$ cat config.mk
export PLATFORM = sky130hd
export DESIGN_NAME = photocell_emulator
export DESIGN_NICKNAME = d
export VERILOG_FILES = /design/src/rtl/photo_pkg.sv /design/src/rtl/photo_phase_timer.sv /design/src/rtl/photocell_emulator.sv
export SDC_FILE = /design/constraint.sdc
export NUM_CORES = 1
export LEC_CHECK = 0
export CAP_MARGIN = 0
export CORE_MARGIN = 5
export CORE_UTILIZATION = 38
export CTS_CLUSTER_SIZE = 20
export DETAILED_ROUTE_END_ITERATION = 12
export GPL_TIMING_DRIVEN = 0
export HOLD_SLACK_MARGIN = 0.03
export PLACE_DENSITY = 0.66
export REMOVE_ABC_BUFFERS = 1
export SLEW_MARGIN = 10
export SYNTH_ARGS = -nofsm -noshare
export SYNTH_HDL_FRONTEND = slang
export SYNTH_SLANG_ARGS = --single-unit
$ cat constraint.sdc
create_clock -name clk -period 5.05 [get_ports clk]
set_clock_uncertainty 0.1 [all_clocks]
set_input_delay 1.01 -clock clk [delete_from_list [all_inputs] [get_ports clk]]
set_output_delay 1.01 -clock clk [all_outputs]
set_load 0.05 [all_outputs]
$ cat src/rtl/photo_pkg.sv
// Shared types and constants for the photocell emulator.
//   photo_state_e : emulator phase (IDLE beam clear, BREAK beam broken, GAP recovery)
//   TMR_W         : width of the phase timer
//   DEF_*_CYC     : default break / gap durations in clock cycles
package photo_pkg;

    localparam int unsigned TMR_W         = 8;
    localparam int unsigned DEF_BREAK_CYC = 3;
    localparam int unsigned DEF_GAP_CYC   = 2;

    typedef enum logic [1:0] {
        IDLE  = 2'd0,
        BREAK = 2'd1,
        GAP   = 2'd2
    } photo_state_e;

endpackage

$ cat src/rtl/photo_phase_timer.sv
// Loadable down-counter that times the BREAK and GAP phases.
// Ports:
//   clk, reset      : clock, synchronous active-high reset
//   load, load_val  : load the counter with load_val (takes priority over counting)
//   expired_c       : counter is at zero (combinational decode of the count register)
module photo_phase_timer
    import photo_pkg::*;
(
    input  logic             clk,
    input  logic             reset,
    input  logic             load,
    input  logic [TMR_W-1:0] load_val,
    output logic             expired_c
);

    logic [TMR_W-1:0] count;

    // Count down to zero and hold there until reloaded.
    always_ff @(posedge clk) begin
        if (reset) begin
            count <= '0;
        end else if (load) begin
            count <= load_val;
        end else if (count != '0) begin
            count <= count - TMR_W'(1);
        end
    end

    assign expired_c = (count == '0);

endmodule

$ cat src/rtl/photocell_emulator.sv
// Photocell emulator: turns queued event requests into beam-break pulses on
// sensor_out (low for BREAK_CYC cycles, then high for at least GAP_CYC cycles).
// Ports:
//   clk, reset  : clock, synchronous active-high reset
//   evt_req     : request one beam-break event
//   evt_ready   : request can be accepted (pending counter not full), combinational
//   sensor_out  : emulated photocell line, 1 = clear, 0 = broken
//   done_pulse  : one-cycle pulse in the first GAP cycle of each event
//   pending     : accepted events not yet started
//   busy        : emulator in BREAK or GAP
//   overflow    : sticky, a request arrived while evt_ready was low
//   evt_total   : completed-event counter, present only with PHOTO_EMU_COUNT_EN defined
module photocell_emulator
    import photo_pkg::*;
#(
    parameter int unsigned BREAK_CYC = DEF_BREAK_CYC,
    parameter int unsigned GAP_CYC   = DEF_GAP_CYC,
    parameter int unsigned PEND_W    = 2
) (
    input  logic              clk,
    input  logic              reset,
    input  logic              evt_req,
    output logic              evt_ready,
    output logic              sensor_out,
    output logic              done_pulse,
    output logic [PEND_W-1:0] pending,
    output logic              busy,
    output logic              overflow
`ifdef PHOTO_EMU_COUNT_EN
    ,
    output logic [15:0]       evt_total
`endif
);

    localparam logic [PEND_W-1:0] PEND_MAX  = {PEND_W{1'b1}};
    localparam logic [TMR_W-1:0]  BREAK_LD  = TMR_W'(BREAK_CYC - 1);
    localparam logic [TMR_W-1:0]  GAP_LD    = TMR_W'(GAP_CYC - 1);

    photo_state_e      state;
    photo_state_e      state_nxt;
    logic [PEND_W-1:0] pending_nxt;
    logic              accept;
    logic              want_start;
    logic              start;
    logic              tmr_load;
    logic [TMR_W-1:0]  tmr_val;
    logic              tmr_expired;

    assign evt_ready  = (pending != PEND_MAX);
    assign accept     = evt_req & evt_ready;
    assign want_start = (pending != '0) | accept;

    photo_phase_timer u_timer (
        .clk       (clk),
        .reset     (reset),
        .load      (tmr_load),
        .load_val  (tmr_val),
        .expired_c (tmr_expired)
    );

    // Next-state, event start and timer load decisions.
    always_comb begin
        state_nxt = state;
        start     = 1'b0;
        tmr_load  = 1'b0;
        tmr_val   = '0;
        case (state)
            IDLE: begin
                if (want_start) begin
                    state_nxt = BREAK;
                    start     = 1'b1;
                    tmr_load  = 1'b1;
                    tmr_val   = BREAK_LD;
                end
            end
            BREAK: begin
                if (tmr_expired) begin
                    state_nxt = GAP;
                    tmr_load  = 1'b1;
                    tmr_val   = GAP_LD;
                end
            end
            GAP: begin
                if (tmr_expired) begin
                    if (want_start) begin
                        state_nxt = BREAK;
                        start     = 1'b1;
                        tmr_load  = 1'b1;
                        tmr_val   = BREAK_LD;
                    end else begin
                        state_nxt = IDLE;
                    end
                end
            end
            default: state_nxt = IDLE;
        endcase
    end

    // An accept and a start in the same cycle cancel; start implies pending>0 or accept.
    always_comb begin
        pending_nxt = pending;
        case ({accept, start})
            2'b10:   pending_nxt = pending + PEND_W'(1);
            2'b01:   pending_nxt = pending - PEND_W'(1);
            default: pending_nxt = pending;
        endcase
    end

    // State and registered outputs; outputs track the next state so they align with it.
    always_ff @(posedge clk) begin
        if (reset) begin
            state      <= IDLE;
            sensor_out <= 1'b1;
            busy       <= 1'b0;
            done_pulse <= 1'b0;
            pending    <= '0;
            overflow   <= 1'b0;
        end else begin
            state      <= state_nxt;
            sensor_out <= (state_nxt != BREAK);
            busy       <= (state_nxt != IDLE);
            done_pulse <= (state == BREAK) && tmr_expired;
            pending    <= pending_nxt;
            overflow   <= overflow | (evt_req & ~evt_ready);
        end
    end

`ifdef PHOTO_EMU_COUNT_EN
    // Completed-event counter, wraps naturally at 16 bits.
    always_ff @(posedge clk) begin
        if (reset) begin
            evt_total <= '0;
        end else if (done_pulse) begin
            evt_total <= evt_total + 16'd1;
        end
    end
`endif

endmodule
==> results.sh, run 1 <==
export IMPL_ys_async_sr_fraction_pct=0
export IMPL_required_ns=3.94
export IMPL_yosys_cell_types_count=34
export IMPL_r2r_worst_path_cells=8
export IMPL_dr_total_vias=659
export IMPL_end_kind="output port"
export IMPL_timing_rr_end="pending[1]"
export IMPL_yosysMostFrequentCell="dfxtp_1"
export IMPL_drt_pass1_iter_count=5
export IMPL_outcome="finished, final reports clean"
export IMPL_vias_per_cell=5.272
export IMPL_ioPinCount=10
export IMPL_clock_sinks=16
export IMPL_die_y_um=55.11
export IMPL_htreeDepth=1
export IMPL_post_cts_setup_buffers=0
export IMPL_yosysTopAreaCell="dfxtp_1"
export IMPL_rows=16
export IMPL_final_nets=105
export IMPL_cts_tree="done"
export IMPL_grt_pass1_wl_um=2511
export IMPL_ys_warnings_count=0
export IMPL_clk_latency_ns=0.29
export IMPL_fin_crit_sh_pct=54.14
export IMPL_cp_start_kind="flop"
export IMPL_coreArea_um2=1942
export IMPL_synth_top_cell_area_share_pct=41.42
export IMPL_relSlewSlack_pct=66.48
export IMPL_diodes=0
export IMPL_crit_buf_inv=1
export IMPL_worst_pin_slew_ns=0.5012
export IMPL_drive_gt1_share_pct=15.31
export IMPL_path_cells="clkdlybuf4s50_1"
export IMPL_min_period_ns=2.734
export IMPL_syn_avg_cell_area_um2=8.888
export IMPL_drc_errors=0
export IMPL_grt_start_max_net_pins=11
export IMPL_hold_viol_final=0
export IMPL_grt_antenna_before_repair=0
export IMPL_synth_area_um2=773.2
export IMPL_first_iter_violations=3
export IMPL_grt_usage_pct=11.73
export IMPL_hold_depth=2
export IMPL_root_buffer="clkbuf_4"
export IMPL_grt_pass1_vias=610
export IMPL_clockBufferDepth=2
export IMPL_dp_hpwl_um=1091
export IMPL_crit_start="pending[0]"
export IMPL_finalSetupTns_ns=0
export IMPL_synth_seq_cells=16
export IMPL_synth_edff_count=0
export IMPL_drv_cap=0
export IMPL_syn_inst=87
export IMPL_routed_wl_um=1496
export IMPL_setup_viol=0
export IMPL_synth_area_leaders="dfxtp_1, nor2_1, ha_1"
export IMPL_rsz0062_at_grt="false"
export IMPL_slowest_stage="clkdlybuf4s50_1"
export IMPL_critPathKind="flop to output port"
export IMPL_ant_nets=0
export IMPL_finalMaxSlewViolations=0
export IMPL_seq_area_frac_synth_pct=41.42
export IMPL_worst_r2r_startpoint="u_timer.count[0]"
export IMPL_start_util_pct=39.82
export IMPL_holdPathEnd="overflow"
export IMPL_io_buffers=9
export IMPL_hold_path_startpoint="overflow"
export IMPL_wire_per_inst_um=11.97
export IMPL_die_w_um=55.11
export IMPL_synth_flop_cell="dfxtp_1"
export IMPL_path_max_fanout=7
export IMPL_cts_buffers=3
export IMPL_clk_pin_slew_ns=0.10
export IMPL_arrival_ns=1.62
export IMPL_hold_path_class="flop to flop"
export IMPL_grt_overflow_total=0
export IMPL_slowest_delay_ns=0.86
export IMPL_dieArea_um2=3037
export IMPL_synth_commonest_cells="dfxtp_1, nor2_1, nand2_1, o21ai_0"
export IMPL_place_congestion=0.7268
export IMPL_hold_buffers=0
export IMPL_regToRegSetupSlack_ns=2.61
export IMPL_path_delay_family="buffers and inverters"
export IMPL_max_freq_mhz=365.8
export IMPL_postCtsResizedCells=0
export IMPL_area_growth_synth_to_final_pct=19.74
-- stage by stage --
stage               area, µm²  worst slack [ns]  hold slack, ns  instances  util, %
global route            925.9             2.234          0.4463        125    47.68
CTS                     925.9             2.299          0.4150        125    47.68
detailed placement      889.6             2.034          0.3909        121    45.81
global placement        889.6             2.074          0.3666        121    45.81
floorplan               765.7             2.645          0.3994         85        -
finish                  925.9             2.316          0.4053        125    47.68
-- registers in the layout, indices dropped and copies added, names as in the netlist --
signal / flops
u_timer.count: 8
pending: 2
state: 2
busy: 1
done_pulse: 1
overflow: 1
sensor_out: 1
-- worst max path at each step --
stage,cells after the start,slack (ns),endpoint
detailed placement,7,2.03,pending[1]
global placement,7,2.07,pending[1]
finish,1,2.32,pending[0]
global route,1,2.23,pending[0]
CTS,1,2.30,pending[0]
floorplan,6,2.65,pending[1]
-- metal layers --
layer	track usage [%]	vias up	share of wire, %
li1	-	337	-
met2	19.09	13	47
met1	13.01	307	47
met4	2.834	0	0.67
met5	0	-	0
met3	6.971	2	5.7
-- logic make-up (layout without fill, tap and decap cells) --
group	after synthesis	count (layout)	share of synthesized area, %
XOR/XNOR	5	5	5.663
flip-flops	16	16	41.42
buffers and inverters	4	15	1.942
AND/OR/NAND/NOR	37	37	26.05
adder cells (fa/ha/maj)	3	3	4.855
AO/OA/AOI/OAI	20	20	17.31
multiplexers	2	2	2.751
-- layout by cell type (no fill, tap or decap) --
cell,n
nor2_2,2
clkbuf_4,3
nor2b_1,1
o21ai_2,1
or2_2,1
nor2_1,13
ha_1,3
a211oi_1,2
a31oi_1,2
mux2i_1,1
nor3_1,4
dfxtp_1,16
nand3_1,1
or4b_4,1
o311a_2,1
xor2_1,4
clkdlybuf4s50_1,9
or3b_2,1
and2_1,2
nand2_1,5
o21bai_1,1
a21o_1,1
a21oi_1,4
inv_1,2
nor3b_1,1
o21ai_0,5
o211ai_1,1
xnor2_1,1
nor4_1,2
clkbuf_8,1
or4_4,1
or3_4,1
a21boi_0,1
a221o_2,1
or3_1,1
mux2_2,1
-- layout make-up --
type | count | area (µm²)
well taps | 27 | 33.78
fillers | 197 | 1016
inverters | 2 | 7.507
flip-flops and latches | 16 | 320.3
multi-input cells | 67 | 437.9
clock buffers | 4 | 36.28
repair buffers | 9 | 90.09
Power of run 1 is left out: the tool's default activity adds up to more than one toggle a clock period on the data nets, which glitch-free logic cannot reach.
==> run 2: changes to the inputs <==
PLACE_DENSITY = 0.69   (was 0.66)
clock period = 2.4 ns   (was 5.05 ns; I/O delays follow)
==> results.sh, run 2 (synthesis gave the netlist of run 1 again) <==
export IMPL_routed_wl_met2_um=698
export IMPL_finalMaxSlewViolations=0
export IMPL_hold_path_class="flop to flop"
export IMPL_clockBufferDepth=2
export IMPL_start_util_pct=39.82
export IMPL_max_freq_mhz=444.1
export IMPL_diodes=0
export IMPL_hold_path_startpoint="overflow"
export IMPL_worst_r2r_startpoint="u_timer.count[0]"
export IMPL_ant_nets=0
export IMPL_wire_per_inst_um=12.09
export IMPL_layout_common_cells="dfxtp_1, nor2_1, clkdlybuf4s50_1"
export IMPL_max_flop_register="u_timer.count"
export IMPL_io_buffers=9
export IMPL_worst_pin_slew_ns=0.5265
export IMPL_grt_pass1_vias=601
export IMPL_vias_per_cell=5.244
export IMPL_final_nets=107
export IMPL_critPathKind="flop to flop"
export IMPL_cts_buffers=3
export IMPL_die_w_um=55.11
export IMPL_drt_pass1_iter_count=4
export IMPL_grt_start_max_net_pins=11
export IMPL_dp_hpwl_um=1109
export IMPL_hold_viol_final=0
export IMPL_pre_cts_ws_ns=-0.07677
export IMPL_drv_cap=0
export IMPL_cts_tree="done"
export IMPL_timing_rr_end="pending[1]"
export IMPL_rsz0062_at_grt="false"
export IMPL_rows=16
export IMPL_place_congestion=0.7344
export IMPL_layout_setup_ws_ns=0.1484
export IMPL_fin_crit_sh_pct=93.82
export IMPL_setup_viol=0
export IMPL_clk_pin_slew_ns=0.10
export IMPL_root_buffer="clkbuf_4"
export IMPL_drive_gt1_share_pct=17.00
export IMPL_clock_sinks=16
export IMPL_grt_antenna_before_repair=0
export IMPL_arrival_ns=2.38
export IMPL_end_kind="flop"
export IMPL_largest_register_ffs=8
export IMPL_routed_wl_um=1535
export IMPL_r2r_worst_path_cells=8
export IMPL_dr_total_vias=666
export IMPL_top_regs="u_timer.count (8), pending (2), state (2)"
export IMPL_top_layer="met4"
export IMPL_cp_start_kind="flop"
export IMPL_wl_met3_um=94
export IMPL_relSlewSlack_pct=64.82
export IMPL_grt_usage_pct=11.47
export IMPL_fill_cells=199
export IMPL_coreArea_um2=1942
export IMPL_hold_depth=2
export IMPL_dieArea_um2=3037
export IMPL_first_iter_violations=11
export IMPL_area_growth_synth_to_final_pct=22.98
export IMPL_path_max_fanout=4
export IMPL_holdPathEnd="overflow"
export IMPL_finalSetupTns_ns=0
export IMPL_clk_latency_ns=0.29
export IMPL_drc_errors=0
export IMPL_htreeDepth=1
export IMPL_final_common_cell="dfxtp_1"
export IMPL_required_ns=2.53
export IMPL_outcome="finished, final reports clean"
export IMPL_grt_overflow_total=0
export IMPL_ioPinCount=10
export IMPL_regToRegSetupSlack_ns=0.15
export IMPL_grt_pass1_wl_um=2484
export IMPL_wl_met1_um=727
export IMPL_min_period_ns=2.252
export IMPL_die_y_um=55.11
-- run 2: changes by cell type in the layout (fill, tap and decap cells not counted) --
cell | previous run | this run
buf_4 | 0 | 2
o21ai_2 | 1 | 0
o21ai_4 | 0 | 1
or3b_2 | 1 | 0
or3b_4 | 0 | 1
-- run 2: layout make-up --
class | count | area [µm²] | area share [%]
multi-input cells | 67 | 447.9 | 47.11
flip-flops and latches | 16 | 320.3 | 33.68
repair buffers | 11 | 105.1 | 11.05
clock buffers | 4 | 36.28 | 3.816
well taps | 27 | 33.78 | 3.553
inverters | 2 | 7.507 | 0.7895
-- run 2: metal layers --
metal,up-vias,global-route usage (%)
met3,2,5.362
li1,339,-
met5,-,0
met4,0,3.644
met2,13,18.11
met1,312,13.75
-- run 2: worst max path at each step --
stage / startpoint / endpoint / depth (start not counted)
2_1_floorplan: pending[0] / pending[1] / 5
3_3_place_gp: evt_req / pending[1] / 7
3_5_place_dp: evt_req / pending[1] / 7
4_1_cts: u_timer.count[1] / pending[1] / 8
5_1_grt: u_timer.count[1] / pending[1] / 8
6_report: u_timer.count[0] / pending[1] / 8
-- run 2: repair_timing --
| action | 4_1_cts | 5_1_grt |
|---|---|---|
| resized for setup | 2 | 0 |
| endpoints found under the setup margin | 1 | 1 |
| pin swaps | 0 | 1 |
| buffers inserted | 0 | 2 |
| hold buffers | 0 | 0 |
| endpoints found under the hold margin | 0 | 0 |
| cloned | 0 | 0 |
-- run 2: metrics by stage --
stage               instance area (µm²)  utilization (%)  cells  hold WS [ns]
global route                      950.9            48.97    127        0.4300
global placement                  889.6            45.81    121        0.3566
detailed placement                889.6            45.81    121        0.3723
CTS                               935.9            48.20    125        0.3925
floorplan                         765.7                -     85        0.3994
finish                            950.9            48.97    127        0.3926
-- run 2: worst max-delay path: stages, from the launching register on --
cell     delay (ns)
dfxtp_1        0.35
inv_1          0.09
ha_1           0.16
or3b_4         0.41
o21ai_4        0.18
and2_1         0.15
ha_1           0.26
or3_1          0.36
a21oi_1        0.14
Power of run 2 is left out for the same reason.
